[src/rtl/regfile_wb_arbiter.sv]
// regfile_wb_arbiter: round-robin arbitration of two writeback requesters into a one-entry register-file write stage
`timescale 1ns/1ps
module regfile_wb_arbiter #(
  parameter int N    = 32,
  parameter int XLEN = 32,
  parameter int AW   = $clog2(XLEN)
) (
  input  logic          clk,
  input  logic          rst_n,
  input  logic          a_valid,
  output logic          a_ready,
  input  logic [AW-1:0] a_addr,
  input  logic [N-1:0]  a_data,
  input  logic          m_valid,
  output logic          m_ready,
  input  logic [AW-1:0] m_addr,
  input  logic [N-1:0]  m_data,
  output logic          rf_we,
  output logic [AW-1:0] rf_addr,
  output logic [N-1:0]  rf_data,
  output logic          fwd_valid,
  output logic [AW-1:0] fwd_addr,
  output logic [N-1:0]  fwd_data
);
  // prio_q low favours A, high favours M
  logic          prio_q, prio_d;
  logic          stage_valid_q, stage_valid_d;
  logic [AW-1:0] stage_addr_q, stage_addr_d;
  logic [N-1:0]  stage_data_q, stage_data_d;
  always_comb begin
    a_ready       = a_valid && (!m_valid || !prio_q);
    m_ready       = m_valid && (!a_valid || prio_q);
    prio_d        = a_ready ? 1'b1 : m_ready ? 1'b0 : prio_q;
    stage_valid_d = a_ready || m_ready;
    stage_addr_d  = a_ready ? a_addr : m_ready ? m_addr : stage_addr_q;
    stage_data_d  = a_ready ? a_data : m_ready ? m_data : stage_data_q;
  end
  always_ff @(posedge clk or negedge rst_n) begin
    if (!rst_n) begin
      prio_q        <= 1'b0;
      stage_valid_q <= 1'b0;
      stage_addr_q  <= '0;
      stage_data_q  <= '0;
    end else begin
      prio_q        <= prio_d;
      stage_valid_q <= stage_valid_d;
      stage_addr_q  <= stage_addr_d;
      stage_data_q  <= stage_data_d;
    end
  end
  assign rf_we     = stage_valid_q && (stage_addr_q != '0);
  assign rf_addr   = stage_addr_q;
  assign rf_data   = stage_data_q;
  assign fwd_valid = rf_we;
  assign fwd_addr  = rf_addr;
  assign fwd_data  = rf_data;
endmodule
[config.mk]
export PLATFORM = sky130hd
export DESIGN_NAME = regfile_wb_arbiter
export DESIGN_NICKNAME = d
export VERILOG_FILES = /design/src/rtl/regfile_wb_arbiter.sv
export SDC_FILE = /design/constraint.sdc
export NUM_CORES = 1
export LEC_CHECK = 0
export ABC_AREA = 1
export CORE_MARGIN = 2
export CORE_UTILIZATION = 30
export CTS_CLUSTER_SIZE = 20
export DETAILED_ROUTE_END_ITERATION = 8
export DONT_BUFFER_PORTS = 1
export GPL_TIMING_DRIVEN = 0
export PLACE_DENSITY_LB_ADDON = 0.2
export REMOVE_ABC_BUFFERS = 1
export SYNTH_ARGS = -nofsm -noshare
export SYNTH_HDL_FRONTEND = slang
export SYNTH_SLANG_ARGS = --single-unit
[constraint.sdc]
create_clock -name clk -period 1.5 [get_ports clk]
set_input_delay 0.225 -clock clk [delete_from_list [all_inputs] [get_ports clk]]
set_output_delay 0.225 -clock clk [all_outputs]
set_load 0.03 [all_outputs]
; ---- Word level (Yosys, flattened, before mapping)
; Cells that the tools add are included.
[word_totals]
in_bits = 78
rom_bits = 0
memories = 0
register_bits = 39
out_inout_bits = 78
ram_bits = 0
latchBits = 0
word_cells = 21
[op_classes]
div_mod_pow = 0
bitwise_logic = 0
n_shift = 0
n_eq_ne = 0
n_lt_le_gt_ge = 0
addsub = 0
n_reduce_logical = 11
n_mux = 6
multipliers = 0
[op_table]
columns = operator, n
row1 = 2-to-1 mux 32 bit, 2
row2 = 2-to-1 mux 5 bit, 2
row3 = nonzero test 5 bit, 1
row4 = logical AND 1 bit, 3
row5 = zero test 1 bit, 3
row6 = logical OR 1 bit, 3
row7 = 2-to-1 mux 1 bit, 2
row8 = nonzero test 2 bit, 1

; ---- Depth between registers and ports, before layout
[logic_depth]
ltp_word = 5
mapped_depth = 7
mapped_depth_nobuf = 5

; ---- Worst setup path after synthesis
; No wires, ideal clock.
[synth_path]
path_kind = register -> output
startpoint = reg stage_addr_q[3] (netlist: fwd_addr[3])
endpoint = out rf_we
t_arrival_ns = 1.153
path_buffers = 1
path_stages_with_launch = 6
t_required_ns = 1.275
slack_ns = 0.122
path_cell_list = dfrtp_1 nor2_1 nand3b_1 nand2_1 inv_1 buf_4
[synth_via]
elab_chain_cells = 2
[synth_lines]
columns = item, line
row1 = from (decl), 28  ; logic [AW-1:0] stage_addr_q, stage_addr_d;
row2 = from (signal assigned), 47  ; stage_addr_q <= stage_addr_d;
row3 = nonzero test 5 bit, 51  ; assign rf_we = stage_valid_q && (stage_addr_q != '0);
row4 = logical AND 1 bit, 51
row5 = to (decl), 18  ; output logic rf_we,
; No other way between the ends.

; ---- Worst setup path after layout
[layout_path]
startpoint = reg stage_addr_q[2] (netlist: fwd_addr[2])
endpoint = out fwd_valid
[layout_via]
elab_chain_cells = 2
[layout_lines]
columns = item, line
row1 = nonzero test 5 bit, 51
row2 = logical AND 1 bit, 51
row3 = to (decl), 21  ; output logic fwd_valid,
; No other way between the ends.

==> results.ini <==
[finish]
diodes=0
area_delta_synth_final_pct=-2.91
post-route-cell-area_um2=2460
nNetsFinal=368
drive_gt1_share_pct=9.62

[outcome]
status=finished, violations left
violations=setup timing

[yosys]
synth_xor_area_share_pct=0
synthDominantAreaCellType=dfrtp_1
post_synth_main_area_contributors=dfrtp_1 38%, nand2_1 22%, buf_4 13%
synth_adder_area_share_pct=0
multiplexer_share_of_the_synthesized_area_pct=0
synth.yosys.seq_area_share_pct=38.4
compound_cell_area_share_of_the_yosys_netlist_pct=0.394
synth_top_family_by_area=simple AND/OR/NAND/NOR gates
synth-simple-area-share_pct=43.3
synthesized_instance_count=342
netlist.area_leader.share_pct=38.4
avgSynthCellArea_um2=7.42
synth-seq-cells=39
ys_types=13
post_synth_instance_area_um2=2540
synthesis.yosys.warnings=0

[clocking]
clock_tree.root_cell=clkbuf_8
cts.sinks=39
h-tree-depth=2
worst_skew_pair.late_latency_ns=0.29
tritoncts.num_buffers=5
ctsLongestPathBuffers=2
tritoncts=yes
clk_pin_slew_worst_paths_ns=0.08

[flow_run]
drv.max_cap_violation_count=0

[power_and_ir_drop]
power_per_standard_cell_area_nw_per_um2=1250
worst_ir_drop_vdd_v=0.000337
design_power_total_uw=3080
leakage_power_summed_over_all_cells_uw=0.00117

[floorplanning]
fp.coreArea_um2=8220
floorplan.die_area_um2=9210
die_width_um=96.0
floorplan.die.height_um=96.0
io_pins=156
placementRows=33
initial_utilization_pct=30.9

[timing]
setup-violations-final=2
achievable-frequency_ghz=0.600
tightestPinTransition_ns=0.913
rsz0062_at_grt=yes
report.final.slew_viol_count=0
fin_worst_skew_ns=0.00889
hold_viol=0
setup_total_negative_slack_ns=-0.332
worst_hold_slack_ns=0.0377
final.setup.worst_slack_ns=-0.166
finalCritPeriodShare_pct=111
timing.slew.headroom_pct=38.8
layout_min_cycle_time_ns=1.67

[routing]
m1WireLength_um=3300
drt-initial-drc-count=39
dr_total_vias=2021
met2RoutedLength_um=3550
drt_via_density=5.10
drt_drc_violations_left=0
wl_met3_um=398
drt_pass_1_iters=4
detail_route.wl_per_cell_um=18.5
highest_layer=met4
drt-total-wl_um=7310
antenna_violating_nets_post_route=0

[worst_setup_path]
crit_type=flop to output port
worst_ep_arrival_time_ns=1.44
critical_path_data_required_time_ns=1.27
cp-end-kind=output port
start_kind=flop
critical_path.max_fanout=4

[place]
placed_area_um2=2240
port_buffers=0
detailed_place_hpwl_um=3810
globalplace.congestion=0.726

[global_routing]
grt_remaining_overflow=0
grt_max_degree=43
global_route_wire_length_before_repair_um=10700
grt_usage_pct=15.4
grt_pass1_vias=1972
grt_antenna_before_repair=0

[hold_path]
worstHoldPathType=input pin to flop

power by group:
group | total, uW | internal, uW | switching, uW | leakage, uW
Sequential | 1870 | 1180 | 688 | 0.000450
Clock | 706 | 327 | 379 | 0.0000422
Combinational | 502 | 166 | 337 | 0.000678
Total | 3080 | 1670 | 1400 | 0.00117
registers in the layout, indices dropped and copies added (netlist names):
| signal | count |
|---|---|
| stage_valid_q | 1 |
| fwd_addr | 5 |
| prio_q | 1 |
| fwd_data | 32 |
cell type report:
cell class              count  area [um^2]
inverters                   5         30.0
repair inverters            1         5.00
repair buffers              4         45.0
multi-input cells         234         1190
clock inverters             1         5.00
well taps                 105          131
fillers                   910         5750
flip-flops and latches     39          983
clock buffers               7         76.3
critical path: stages, from the launching register on:
cell        delay, ns
dfrtp_2          0.55
nor2_2           0.16
nand3b_1         0.10
nand2_2          0.08
clkinvlp_4       0.27
cells in the mapped netlist:
| library cell | instances |
|---|---|
| nand2_1 | 152 |
| o21ai_0 | 1 |
| dfrtp_1 | 39 |
| buf_4 | 45 |
| inv_2 | 1 |
| nand3_1 | 1 |
| inv_1 | 4 |
| nand4_1 | 37 |
| a21oi_1 | 1 |
| buf_2 | 14 |
| nand3b_1 | 38 |
| nor2_1 | 2 |
| clkbuf_1 | 7 |
repair_timing:
item / 4_1_cts / 5_1_grt
setup endpoints to repair: 43 / 21
setup buffers: 1 / 1
gates cloned: 2 / 1
hold buffers: 2 / 0
gates resized for setup: 20 / 1
pin swaps: 2 / 1
endpoints found under the hold margin: 39 / 0
path summary, 6_finish.rpt:
kind	from	depth (start not counted)	endpoint	slack, ns
max in group asynchronous	rst_n	2	fwd_addr[1]	0.86
worst min register to register	prio_q	2	prio_q	0.76
worst min-delay path	m_valid	1	prio_q	0.04
worst max-delay path	fwd_addr[2]	4	fwd_valid	-0.17
worst max register to register	prio_q	6	fwd_data[17]	0.15
min in group asynchronous	rst_n	2	fwd_data[11]	0.42
placed cells by master (no fill, tap or decap):
cell / instances
nand2_1: 148
nand3b_1: 38
nand4_1: 37
dfrtp_1: 33
dfrtp_2: 6
clkbuf_8: 5
clkinvlp_4: 3
nand2_4: 3
nand2_8: 2
clkbuf_1: 2
buf_4: 2
inv_1: 1
a21oi_4: 1
inv_2: 1
nand3_1: 1
nor2_1: 1
nor2_2: 1
nand2_2: 1
o21ai_0: 1
clkinv_2: 1
clkinvlp_2: 1
buf_12: 1
dlygate4sd3_1: 1
cells by family after synthesis:
logic type	Yosys count
DFF	39
AOI/OAI and AO/OA	2
and+or+nand+nor	230
buffers and inverters	71
metal layers:
layer | global-route usage, % | vias up
met2 | 26.9 | 79
met1 | 19.6 | 963
li1 | - | 974
met3 | 2.43 | 5
met4 | 3.93 | 0
met5 | 0 | -
per-stage QoR:
step | setup WS (ns) | std cells | util [%]
6_report | -0.166 | 396 | 30.0
5_1_grt | -0.268 | 396 | 30.0
4_1_cts | -0.185 | 394 | 29.8
3_5_place_dp | -1.90 | 381 | 27.2
3_3_place_gp | -1.79 | 381 | 27.2
2_1_floorplan | -0.864 | 276 | -
No activity file was read; power rests on OpenSTA's default activity.
